===== config.mk =====
export PLATFORM = sky130hd
export DESIGN_NAME = ddr3_user_arbiter_flat
export DESIGN_NICKNAME = d
export VERILOG_FILES = /design/src/rtl/ddr3_user_arbiter_if.sv /design/src/rtl/ddr3_user_arbiter.sv /design/src/flat_wrapper.sv
export SDC_FILE = /design/constraint.sdc
export NUM_CORES = 1
export LEC_CHECK = 0
export BUFFER_PORTS_ARGS = -buffer_cell sky130_fd_sc_hd__buf_2
export CAP_MARGIN = 5
export CORE_MARGIN = 3
export CORE_UTILIZATION = 30
export CTS_CLUSTER_SIZE = 24
export DETAILED_ROUTE_END_ITERATION = 6
export SETUP_SLACK_MARGIN = 0.4
export SLEW_MARGIN = 15
export SYNTH_ARGS = -nofsm -noshare
export SYNTH_HDL_FRONTEND = slang
export SYNTH_SLANG_ARGS = --single-unit

===== constraint.sdc =====
create_clock -name clk -period 2.9 [get_ports clk]
set_clock_uncertainty 0.2 [all_clocks]
set_input_delay 0.145 -clock clk [delete_from_list [all_inputs] [get_ports clk]]
set_output_delay 0.145 -clock clk [all_outputs]
set_load 0.005 [all_outputs]

===== src/rtl/ddr3_user_arbiter_if.sv =====
// Bundle of requester A/B and DDR3 controller user-port signals around the arbiter.
// The slave modport is the arbiter's view; the master modport is user logic plus controller.
interface ddr3_user_arbiter_if #(
    parameter int ADDRESS_BITWIDTH      = 15,
    parameter int BANK_ADDRESS_BITWIDTH = 3,
    parameter int DQ_BITWIDTH           = 16
);
    localparam int AW = BANK_ADDRESS_BITWIDTH + ADDRESS_BITWIDTH;

    logic                   a_req, a_write;
    logic [AW-1:0]          a_addr;
    logic [DQ_BITWIDTH-1:0] a_wdata;
    logic                   b_req, b_write;
    logic [AW-1:0]          b_addr;
    logic [DQ_BITWIDTH-1:0] b_wdata;

    logic                   a_gnt, b_gnt;
    logic [DQ_BITWIDTH-1:0] a_rdata, b_rdata;
    logic                   a_rvalid, b_rvalid;

    logic                   write_enable, read_enable;
    logic [AW-1:0]          i_user_data_address;
    logic [DQ_BITWIDTH-1:0] i_user_data;
    logic                   ctrl_ready;
    logic [DQ_BITWIDTH-1:0] o_user_data;
    logic                   ctrl_rvalid;
    logic                   err_spurious_rd;

    modport slave (
        input  a_req, a_write, a_addr, a_wdata,
        input  b_req, b_write, b_addr, b_wdata,
        input  ctrl_ready, o_user_data, ctrl_rvalid,
        output a_gnt, b_gnt, a_rdata, b_rdata, a_rvalid, b_rvalid,
        output write_enable, read_enable, i_user_data_address, i_user_data,
        output err_spurious_rd
    );

    modport master (
        output a_req, a_write, a_addr, a_wdata,
        output b_req, b_write, b_addr, b_wdata,
        output ctrl_ready, o_user_data, ctrl_rvalid,
        input  a_gnt, b_gnt, a_rdata, b_rdata, a_rvalid, b_rvalid,
        input  write_enable, read_enable, i_user_data_address, i_user_data,
        input  err_spurious_rd
    );
endinterface


===== src/rtl/ddr3_user_arbiter.sv =====
// Round-robin arbiter sharing one DDR3 controller user port between requesters A and B.
// Read data is steered back to the issuing requester via an in-order tag FIFO.
module ddr3_user_arbiter #(
    parameter int ADDRESS_BITWIDTH      = 15,
    parameter int BANK_ADDRESS_BITWIDTH = 3,
    parameter int DQ_BITWIDTH           = 16,
    parameter int TAG_FIFO_DEPTH        = 4
) (
    input  logic                 clk,
    input  logic                 reset,
    ddr3_user_arbiter_if.slave   bus
);
    localparam int AW    = BANK_ADDRESS_BITWIDTH + ADDRESS_BITWIDTH;
    localparam int PTR_W = $clog2(TAG_FIFO_DEPTH);
    localparam logic [PTR_W:0] FIFO_FULL = (PTR_W + 1)'(TAG_FIFO_DEPTH);

    typedef enum logic {IDLE, ISSUE} state_t;

    state_t                 state, state_next;
    logic                   rr_b;
    logic                   tag_mem [TAG_FIFO_DEPTH];
    logic [PTR_W-1:0]       wr_ptr, rd_ptr;
    logic [PTR_W:0]         count;

    logic                   a_elig, b_elig, any_elig, grant_b;
    logic                   win_write, push, pop;
    logic [AW-1:0]          win_addr;
    logic [DQ_BITWIDTH-1:0] win_data;

    // Eligibility uses the registered count, so a pop in the same cycle never frees a slot early.
    always_comb begin
        a_elig     = bus.a_req & (bus.a_write | (count < FIFO_FULL));
        b_elig     = bus.b_req & (bus.b_write | (count < FIFO_FULL));
        any_elig   = a_elig | b_elig;
        grant_b    = b_elig & (~a_elig | rr_b);
        win_write  = grant_b ? bus.b_write : bus.a_write;
        win_addr   = grant_b ? bus.b_addr  : bus.a_addr;
        win_data   = grant_b ? bus.b_wdata : bus.a_wdata;
        push       = 1'b0;
        state_next = state;
        case (state)
            IDLE: begin
                if (any_elig) begin
                    push       = ~win_write;
                    state_next = ISSUE;
                end
            end
            ISSUE: begin
                if (bus.ctrl_ready) state_next = IDLE;
            end
            default: state_next = IDLE;
        endcase
        pop = bus.ctrl_rvalid & (count != '0);
    end

    always_ff @(posedge clk) begin
        if (reset) begin
            state                   <= IDLE;
            rr_b                    <= 1'b0;
            wr_ptr                  <= '0;
            rd_ptr                  <= '0;
            count                   <= '0;
            bus.a_gnt               <= 1'b0;
            bus.b_gnt               <= 1'b0;
            bus.a_rvalid            <= 1'b0;
            bus.b_rvalid            <= 1'b0;
            bus.a_rdata             <= '0;
            bus.b_rdata             <= '0;
            bus.write_enable        <= 1'b0;
            bus.read_enable         <= 1'b0;
            bus.i_user_data_address <= '0;
            bus.i_user_data         <= '0;
            bus.err_spurious_rd     <= 1'b0;
        end else begin
            state        <= state_next;
            bus.a_gnt    <= 1'b0;
            bus.b_gnt    <= 1'b0;
            bus.a_rvalid <= 1'b0;
            bus.b_rvalid <= 1'b0;

            if (state == IDLE && any_elig) begin
                bus.i_user_data_address <= win_addr;
                bus.i_user_data         <= win_data;
                bus.write_enable        <= win_write;
                bus.read_enable         <= ~win_write;
                bus.a_gnt               <= ~grant_b;
                bus.b_gnt               <= grant_b;
                rr_b                    <= ~grant_b;
            end else if (state == ISSUE && bus.ctrl_ready) begin
                bus.write_enable <= 1'b0;
                bus.read_enable  <= 1'b0;
            end

            if (push) begin
                tag_mem[wr_ptr] <= grant_b;
                wr_ptr          <= wr_ptr + 1'b1;
            end

            // Data arriving with no outstanding read has no owner: drop it and flag.
            if (pop) begin
                rd_ptr <= rd_ptr + 1'b1;
                if (tag_mem[rd_ptr]) begin
                    bus.b_rdata  <= bus.o_user_data;
                    bus.b_rvalid <= 1'b1;
                end else begin
                    bus.a_rdata  <= bus.o_user_data;
                    bus.a_rvalid <= 1'b1;
                end
            end else if (bus.ctrl_rvalid) begin
                bus.err_spurious_rd <= 1'b1;
            end

            if (push && !pop)      count <= count + 1'b1;
            else if (!push && pop) count <= count - 1'b1;
        end
    end
endmodule

===== src/flat_wrapper.sv =====
// flat-port wrapper written by rule: the top's interface ports become plain ports
module ddr3_user_arbiter_flat 
#(
    parameter int ADDRESS_BITWIDTH      = 15,
    parameter int BANK_ADDRESS_BITWIDTH = 3,
    parameter int DQ_BITWIDTH           = 16,
    parameter int TAG_FIFO_DEPTH        = 4
)
  (clk, reset, bus_a_req, bus_a_write, bus_a_addr, bus_a_wdata, bus_b_req, bus_b_write, bus_b_addr, bus_b_wdata, bus_ctrl_ready, bus_o_user_data, bus_ctrl_rvalid, bus_a_gnt, bus_b_gnt, bus_a_rdata, bus_b_rdata, bus_a_rvalid, bus_b_rvalid, bus_write_enable, bus_read_enable, bus_i_user_data_address, bus_i_user_data, bus_err_spurious_rd);
  ddr3_user_arbiter_if #(.ADDRESS_BITWIDTH(ADDRESS_BITWIDTH), .BANK_ADDRESS_BITWIDTH(BANK_ADDRESS_BITWIDTH), .DQ_BITWIDTH(DQ_BITWIDTH)) bus_i ();
  input  logic clk;
  input  logic reset;
  input wire logic [$bits(bus_i.a_req)-1:0] bus_a_req;
  input wire logic [$bits(bus_i.a_write)-1:0] bus_a_write;
  input wire logic [$bits(bus_i.a_addr)-1:0] bus_a_addr;
  input wire logic [$bits(bus_i.a_wdata)-1:0] bus_a_wdata;
  input wire logic [$bits(bus_i.b_req)-1:0] bus_b_req;
  input wire logic [$bits(bus_i.b_write)-1:0] bus_b_write;
  input wire logic [$bits(bus_i.b_addr)-1:0] bus_b_addr;
  input wire logic [$bits(bus_i.b_wdata)-1:0] bus_b_wdata;
  input wire logic [$bits(bus_i.ctrl_ready)-1:0] bus_ctrl_ready;
  input wire logic [$bits(bus_i.o_user_data)-1:0] bus_o_user_data;
  input wire logic [$bits(bus_i.ctrl_rvalid)-1:0] bus_ctrl_rvalid;
  output wire logic [$bits(bus_i.a_gnt)-1:0] bus_a_gnt;
  output wire logic [$bits(bus_i.b_gnt)-1:0] bus_b_gnt;
  output wire logic [$bits(bus_i.a_rdata)-1:0] bus_a_rdata;
  output wire logic [$bits(bus_i.b_rdata)-1:0] bus_b_rdata;
  output wire logic [$bits(bus_i.a_rvalid)-1:0] bus_a_rvalid;
  output wire logic [$bits(bus_i.b_rvalid)-1:0] bus_b_rvalid;
  output wire logic [$bits(bus_i.write_enable)-1:0] bus_write_enable;
  output wire logic [$bits(bus_i.read_enable)-1:0] bus_read_enable;
  output wire logic [$bits(bus_i.i_user_data_address)-1:0] bus_i_user_data_address;
  output wire logic [$bits(bus_i.i_user_data)-1:0] bus_i_user_data;
  output wire logic [$bits(bus_i.err_spurious_rd)-1:0] bus_err_spurious_rd;
  assign bus_i.a_req = bus_a_req;
  assign bus_i.a_write = bus_a_write;
  assign bus_i.a_addr = bus_a_addr;
  assign bus_i.a_wdata = bus_a_wdata;
  assign bus_i.b_req = bus_b_req;
  assign bus_i.b_write = bus_b_write;
  assign bus_i.b_addr = bus_b_addr;
  assign bus_i.b_wdata = bus_b_wdata;
  assign bus_i.ctrl_ready = bus_ctrl_ready;
  assign bus_i.o_user_data = bus_o_user_data;
  assign bus_i.ctrl_rvalid = bus_ctrl_rvalid;
  assign bus_a_gnt = bus_i.a_gnt;
  assign bus_b_gnt = bus_i.b_gnt;
  assign bus_a_rdata = bus_i.a_rdata;
  assign bus_b_rdata = bus_i.b_rdata;
  assign bus_a_rvalid = bus_i.a_rvalid;
  assign bus_b_rvalid = bus_i.b_rvalid;
  assign bus_write_enable = bus_i.write_enable;
  assign bus_read_enable = bus_i.read_enable;
  assign bus_i_user_data_address = bus_i.i_user_data_address;
  assign bus_i_user_data = bus_i.i_user_data;
  assign bus_err_spurious_rd = bus_i.err_spurious_rd;
  ddr3_user_arbiter #(.ADDRESS_BITWIDTH(ADDRESS_BITWIDTH), .BANK_ADDRESS_BITWIDTH(BANK_ADDRESS_BITWIDTH), .DQ_BITWIDTH(DQ_BITWIDTH), .TAG_FIFO_DEPTH(TAG_FIFO_DEPTH)) u_core (.clk(clk), .reset(reset), .bus(bus_i));
endmodule

## After elaboration in Yosys (flattened, before gate mapping)

Memory sizes are Yosys's and may differ from the RTL's. A register that Yosys moved wholly into a read port is not among the register bits.
Cells that the tools add are included.

- Add/sub/neg operators: 4
- Magnitude comparators: 1
- Multiplexer cells: 20
- Bitwise gates (word level): 15
- Reduce and logical (&&, ||, !) cells: 14

Operators by type and width:

| cell | count |
|---|---|
| two-way mux 18 bit | 1 |
| two-way mux 16 bit | 1 |
| two-way mux 1 bit | 13 |
| NOT 1 bit | 7 |
| two-way mux 3 bit | 2 |
| AND reduction 2 bit | 3 |
| adder 2 x 1 -> 2 bit, second input constant | 2 |
| bitwise AND 1 bit | 4 |
| logical AND 1 bit | 4 |
| two-way mux 2 bit | 2 |
| OR 1 bit | 4 |
| nonzero test 2 bit | 2 |
| OR reduction 2 bit | 2 |
| adder 3 x 1 -> 3 bit, second input constant | 1 |
| less-than comparator 3 bit, second input constant | 1 |
| nonzero test 3 bit | 1 |
| subtractor 3 x 1 -> 3 bit, second input constant | 1 |
| zero test 1 bit | 2 |
| one-hot mux 1 bit (2 select lines) | 1 |

- Bits in registers: 82
- Bits in writable memories: 4
- Output and inout bits: 73
- Memories: 1

Memories:

| name | words | width | read ports | clocked after Yosys merged registers in | wr ports | line | RTL |
|---|---|---|---|---|---|---|---|
| u_core.tag_mem | 4 | 1 | 1 | 1 | 1 | ddr3_user_arbiter.sv:21 | `logic tag_mem [TAG_FIFO_DEPTH];` |

## Depth between registers and ports, before layout

- Depth after elaboration: 14
- Gate-level depth with buffers: 10

## Worst setup path before layout

No wires, ideal clock.

- Kind: register to register
- Start: register u_core.count[2]
- End: register u_core.count[2]
- Setup time: 0.070 ns
- Arrival time: 2.341 ns
- Data required time: 2.630 ns
- Setup slack: 0.288 ns
- Cell stages (with the launch flop): 10
- Cell sequence: dfxtp_1 -> buf_6 -> or4_4 -> a21oi_4 -> ha_1 -> inv_1 -> fa_1 -> xor2_1 -> or3_1 -> a21oi_1

- Longest elaborated chain between the ends: 13
- Elaborated cells between the ends (all ways): 24
- Those cells by class: add/sub: 2; order compare: 1; mux: 5; bitwise: 10; reduce/logical: 6

Ends and longest elaborated chain:

| element | line | RTL |
|---|---|---|
| start, declared | ddr3_user_arbiter.sv:23 | `logic [PTR_W:0] count;` |
| start signal, assigned | ddr3_user_arbiter.sv:113 | `if (push && !pop) count <= count + 1'b1;` |
| start signal, assigned | ddr3_user_arbiter.sv:114 | `else if (!push && pop) count <= count - 1'b1;` |
| less-than comparator 3 bit * | ddr3_user_arbiter.sv:32, ddr3_user_arbiter.sv:33 |  |
| OR 1 bit | ddr3_user_arbiter.sv:32 | `a_elig = bus.a_req & (bus.a_write \| (count < FIFO_FULL));` |
| bitwise AND 1 bit | ddr3_user_arbiter.sv:32 |  |
| NOT 1 bit | ddr3_user_arbiter.sv:35 | `grant_b = b_elig & (~a_elig \| rr_b);` |
| OR 1 bit | ddr3_user_arbiter.sv:35 |  |
| bitwise AND 1 bit | ddr3_user_arbiter.sv:35 |  |
| two-way mux 1 bit | ddr3_user_arbiter.sv:36 | `win_write = grant_b ? bus.b_write : bus.a_write;` |
| NOT 1 bit | ddr3_user_arbiter.sv:44 | `push = ~win_write;` |
| two-way mux 1 bit * | ddr3_user_arbiter.sv:43 | `if (any_elig) begin` |
| two-way mux 1 bit * | ddr3_user_arbiter.sv:41 | `case (state)` |
| net u_core.push | ddr3_user_arbiter.sv:26 | `logic win_write, push, pop;` |
| zero test 1 bit | ddr3_user_arbiter.sv:114 |  |
| logical AND 1 bit | ddr3_user_arbiter.sv:114 |  |
| nonzero test 2 bit (no line) | -- |  |

The timed path passes the listed nets; every way through them passes the cells marked *. The select of a mux whose other input is x is not followed.
A chain may end at the register's enable or synchronous reset.

## Worst setup path after layout

- Start: register u_core.rr_b
- End: register u_core.count[2]

- Longest elaborated chain between the ends: 9
- Elaborated cells between the ends (all ways): 11
- Those cells by class: mux: 4; bitwise: 3; reduce/logical: 4

Ends and longest elaborated chain:

| element | line | RTL |
|---|---|---|
| start, declared | ddr3_user_arbiter.sv:20 | `logic rr_b;` |
| start signal, assigned | ddr3_user_arbiter.sv:88 | `rr_b <= ~grant_b;` |
| OR 1 bit * | ddr3_user_arbiter.sv:35 |  |
| bitwise AND 1 bit * | ddr3_user_arbiter.sv:35 |  |
| two-way mux 1 bit * | ddr3_user_arbiter.sv:36 |  |
| NOT 1 bit * | ddr3_user_arbiter.sv:44 |  |
| two-way mux 1 bit * | ddr3_user_arbiter.sv:43 |  |
| two-way mux 1 bit * | ddr3_user_arbiter.sv:41 |  |
| net u_core.push | ddr3_user_arbiter.sv:26 |  |
| zero test 1 bit | ddr3_user_arbiter.sv:114 |  |
| logical AND 1 bit | ddr3_user_arbiter.sv:114 |  |
| nonzero test 2 bit (no line) | -- |  |

The timed path passes the listed nets; every way through them passes the cells marked *.

==> tab_implementation.tex <==
\begin{tabular}{lr}
\hline
Metric & Value \\
\hline
\multicolumn{2}{l}{\textbf{Run status}} \\
Outcome & complete, no violations \\
\multicolumn{2}{l}{\textbf{Global route}} \\
GRT overflow & 0 \\
Wire length of the first global-routing pass & 17.1 mm \\
Number of antenna violations at the first check in global routing & 0 \\
Via count of the first global-routing pass & 3,650 \\
All-layer global routing usage & 16.0\% \\
Maximum number of pins on one net before global-route repair & 50 \\
\multicolumn{2}{l}{\textbf{Worst hold path}} \\
Min-Delay Path Depth & 3 \\
HP Start & bus\_a\_wdata[8] \\
Worst min-delay path category & in2reg \\
Worst hold path endpoint & u\_core.bus.i\_user\_data[8] \\
\multicolumn{2}{l}{\textbf{Finish}} \\
Synthesis-to-layout area growth & 57.4\% \\
Final layout net count & 724 \\
Commonest cells after routing, fill and taps aside & buf\_2, dfxtp\_1, dlygate4sd3\_1 \\
Most common cell after layout, fill and taps aside & buf\_2 \\
Share of post-route cells with drive strength above 1 & 33.9\% \\
Number of diodes & 0 \\
Final Instance Count excl. Fillers & 774 \\
\multicolumn{2}{l}{\textbf{Job}} \\
Max-capacitance violation count & 0 \\
\multicolumn{2}{l}{\textbf{Timing}} \\
Clock period minus final worst setup slack & 2.50 ns \\
Setup violation total in the final timing report & 0 \\
Final period utilization & 86.2\% \\
Max-slew headroom & 36.8\% \\
Total negative slack for setup checks & 0 ns \\
Crit path setup slack, layout & 0.400 ns \\
Highest clock rate & 400 MHz \\
RSZ-0062 raised after global routing & true \\
Number of max-slew violations in the final report & 0 \\
Final hold violation count & 0 \\
Worst Tran Pin Value & 0.948 ns \\
\multicolumn{2}{l}{\textbf{Die}} \\
Initial Utilization & 31.3\% \\
Core ar. & 0.0116 mm\^{}2 \\
Number of placement rows & 39 \\
Floorplan die area & 0.0135 mm\^{}2 \\
I/O pin count & 165 \\
Chip width & 116 um \\
Vert. Die Dim & 116 um \\
\multicolumn{2}{l}{\textbf{Setup path}} \\
Required time of the critical path & 2.96 ns \\
Cells on worst reg2reg path & 9 \\
Endpoint of the worst-slack reg-to-reg timing path & u\_core.count[2] \\
Cell breakdown of the critical path & nor2b\_4 -> or4\_4 -> a21oi\_4 -> ha\_4 -> inv\_2 -> fa\_2 -> xor2\_2 -> or3\_4 -> a21oi\_2 \\
Number of buffer and inverter instances along the worst setup path & 1 \\
Type of the worst setup path & reg2reg \\
R2R Setup Slk & 0.40 ns \\
CP max stage cell & or4\_4 \\
Sort of element at the start of the critical path & flop \\
Kind of end point of the critical path & flop \\
Dominant delay contributor by cell family on the critical path & simple AND/OR/NAND/NOR gates \\
Crit Path Max Fanout & 4 \\
Arrival time reported for the critical path endpoint & 2.56 ns \\
Largest stage delay on the critical path & 0.45 ns \\
Worst setup startpoint & u\_core.rr\_b \\
Source of the worst register-to-register timing path & u\_core.rr\_b \\
\multicolumn{2}{l}{\textbf{Synthesis}} \\
Yosys top cell by area & dfxtp\_1 \\
Post-synthesis sequential element count & 88 \\
Synth warn & 0 \\
Dominant cells by area after synthesis & dfxtp\_1, mux2i\_1, a211oi\_1 \\
Synth top area share & 46.3\% \\
Post-synthesis cell type count & 40 \\
Post-synthesis area per instance & 9.36 um\^{}2 \\
Proportion of synthesized chip area in sequential cells & 49.6\% \\
Mapped Area & 0.00363 mm\^{}2 \\
Async SR Flop Fraction & 0\% \\
Net count after synthesis & 486 \\
Prevailing post-synth register cell & dfxtp\_1 \\
Number of enable-type register cells in the synthesized netlist & 4 \\
Gate count of the mapped netlist & 388 \\
\multicolumn{2}{l}{\textbf{Drt}} \\
Starting DRC count in detailed routing & 196 \\
Overall via count from detail\_route & 3,700 \\
Drt drc & 0 \\
TritonRoute pass-1 iters & 5 \\
Via density per instance & 4.78 \\
Total Wirelength & 11.3 mm \\
Average detailed-routed wire length per instance & 14.6 um \\
DRT antenna net count & 0 \\
\multicolumn{2}{l}{\textbf{Placed design}} \\
HPWL reported at the end of detailed placement & 6.87 mm \\
Pre-CTS setup slack & 0.382 ns \\
Last weighted congestion value of the routability-driven placer & 0.799 \\
Placed cell count & 673 \\
Number of I/O port buffers & 164 \\
\multicolumn{2}{l}{\textbf{Clocking}} \\
Worst skew pair latency & 0.33 ns \\
Clock transition at the register clock pins on the worst setup and hold paths after CTS & 0.07 ns \\
Number of clock buffers inserted by TritonCTS & 9 \\
Total number of clock tree sinks & 88 \\
CTS max path bufs & 2 \\
H-Tree Level Count & 3 \\
Root cell of the clock tree & clkbuf\_16 \\
TritonCTS clock tree & built \\
\multicolumn{2}{l}{\textbf{Pwr}} \\
Switching part of the total & 31.8\% \\
Post-layout total power & 3850 uW \\
Relative contribution of combinational cells to total power & 31.0\% \\
Leakage & 0.00268 uW \\
Largest voltage drop on the vdd net & 336 uV \\
Ratio of total power to cell area & 674 mW/mm\^{}2 \\
Clock power frac & 28.4\% \\
Cell internal power dissipation & 2630 uW \\
Net switching power figure & 1220 uW \\
Share of power burned in registers & 40.7\% \\
\hline
\end{tabular}
## layer usage
layer / vias up / track usage [%] / wire, um / share of wire, %
li1: 1817 / - / - / -
met1: 1659 / 19.3 / 4800 / 42
met2: 192 / 25.1 / 5130 / 45
met3: 32 / 5.54 / 1000 / 8.8
met4: 0 / 8.35 / 394 / 3.5
met5: - / 0 / 0 / 0
## registers in the layout, indices dropped and copies added, names as in the netlist, named ones only
signal                          cells
u_core.bus.b_rvalid                 1
u_core.tag_mem                      4
u_core.bus.write_enable             1
u_core.bus.b_rdata                 16
u_core.state                        1
u_core.bus.a_gnt                    1
u_core.bus.a_rdata                 16
u_core.bus.i_user_data_address     18
u_core.rd_ptr                       2
u_core.count                        3
u_core.bus.a_rvalid                 1
u_core.wr_ptr                       2
u_core.bus.read_enable              1
u_core.bus.i_user_data             16
u_core.bus.b_gnt                    1
u_core.rr_b                         1
u_core.bus.err_spurious_rd          1
## cells by family (layout without fill, tap and decap cells)
group | count (synthesis) | in the layout | synth area share, %
AOI/OAI and AO/OA | 82 | 84 | 15.1
xor gates and xnor gates | 4 | 4 | 0.965
and+or+nand+nor | 135 | 135 | 15.7
DFF | 88 | 88 | 49.6
adders and majority gates | 6 | 6 | 2.27
muxes | 38 | 38 | 10.9
buffers and inverters | 35 | 276 | 5.41
## final cells by class
type | count | area, um^2
multi-input cells | 267 | 1720
clock inverters | 6 | 41.3
clock buffers | 10 | 239
well taps | 143 | 179
fillers | 1052 | 5900
repair buffers | 253 | 1700
inverters | 7 | 26.3
flip-flops and latches | 88 | 1800
## synth_stat cells, types with 2 or more instances
library cell / instances
buf_4: 3
nor3_1: 4
nand3_1: 2
xnor2_1: 2
nor2_1: 46
dfxtp_1: 84
mux2i_1: 36
and2_2: 2
clkbuf_1: 11
xor2_1: 2
a211oi_1: 36
inv_1: 7
buf_2: 7
buf_6: 6
edfxtp_1: 4
and2_1: 2
nor3b_1: 2
nand2_1: 66
nor2b_1: 2
ha_1: 5
nand2b_1: 4
a21oi_1: 37
## repair_timing
| action | CTS | global route |
|---|---|---|
| hold buffers | 80 | 0 |
| endpoints found under the setup margin | 1 | 13 |
| cloned | 0 | 2 |
| buffers inserted | 1 | 2 |
| pin swaps | 1 | 3 |
| hold endpoints to repair | 67 | 0 |
| gates resized for setup | 1 | 9 |
## how the worst max path moves through the flow
stage                     slack [ns]               to  cells past startpoint
after floorplan                 0.40  u_core.count[2]                      9
after global placement          0.42  u_core.count[2]                     10
after detailed placement        0.38  u_core.count[2]                     10
after CTS                       0.40  u_core.count[2]                      8
after global routing            0.33  u_core.count[2]                      9
final                           0.40  u_core.count[2]                      9
## power by group through the flow
| stage | combinational, uW | sequential (uW) | clock (uW) |
|---|---|---|---|
| floorplan | 656 | 1590 | 0 |
| global placement | 1000 | 1580 | 0 |
| detailed placement | 1020 | 1590 | 0 |
| CTS | 1130 | 1560 | 1120 |
| global route | 1340 | 1590 | 1160 |
| finish | 1190 | 1570 | 1090 |
## per-stage QoR
stage | utilization (%) | hold slack (ns) | cell area (um^2)
2_1_floorplan | - | 0.0810 | 3650
3_3_place_gp | 39.1 | 0.199 | 4540
3_5_place_dp | 39.1 | 0.204 | 4540
4_1_cts | 48.5 | 0.00386 | 5630
5_1_grt | 49.2 | 0.0340 | 5710
6_report | 49.2 | 0.0200 | 5710
## worst register-to-register path: stages (launching register included)
cell and delay [ns]:
dfxtp_2 0.36, nor2b_4 0.06, or4_4 0.45, a21oi_4 0.17
ha_4 0.17, inv_2 0.04, fa_2 0.36, xor2_2 0.16
or3_4 0.33, a21oi_2 0.12
(Power assumes the default switching activity.)
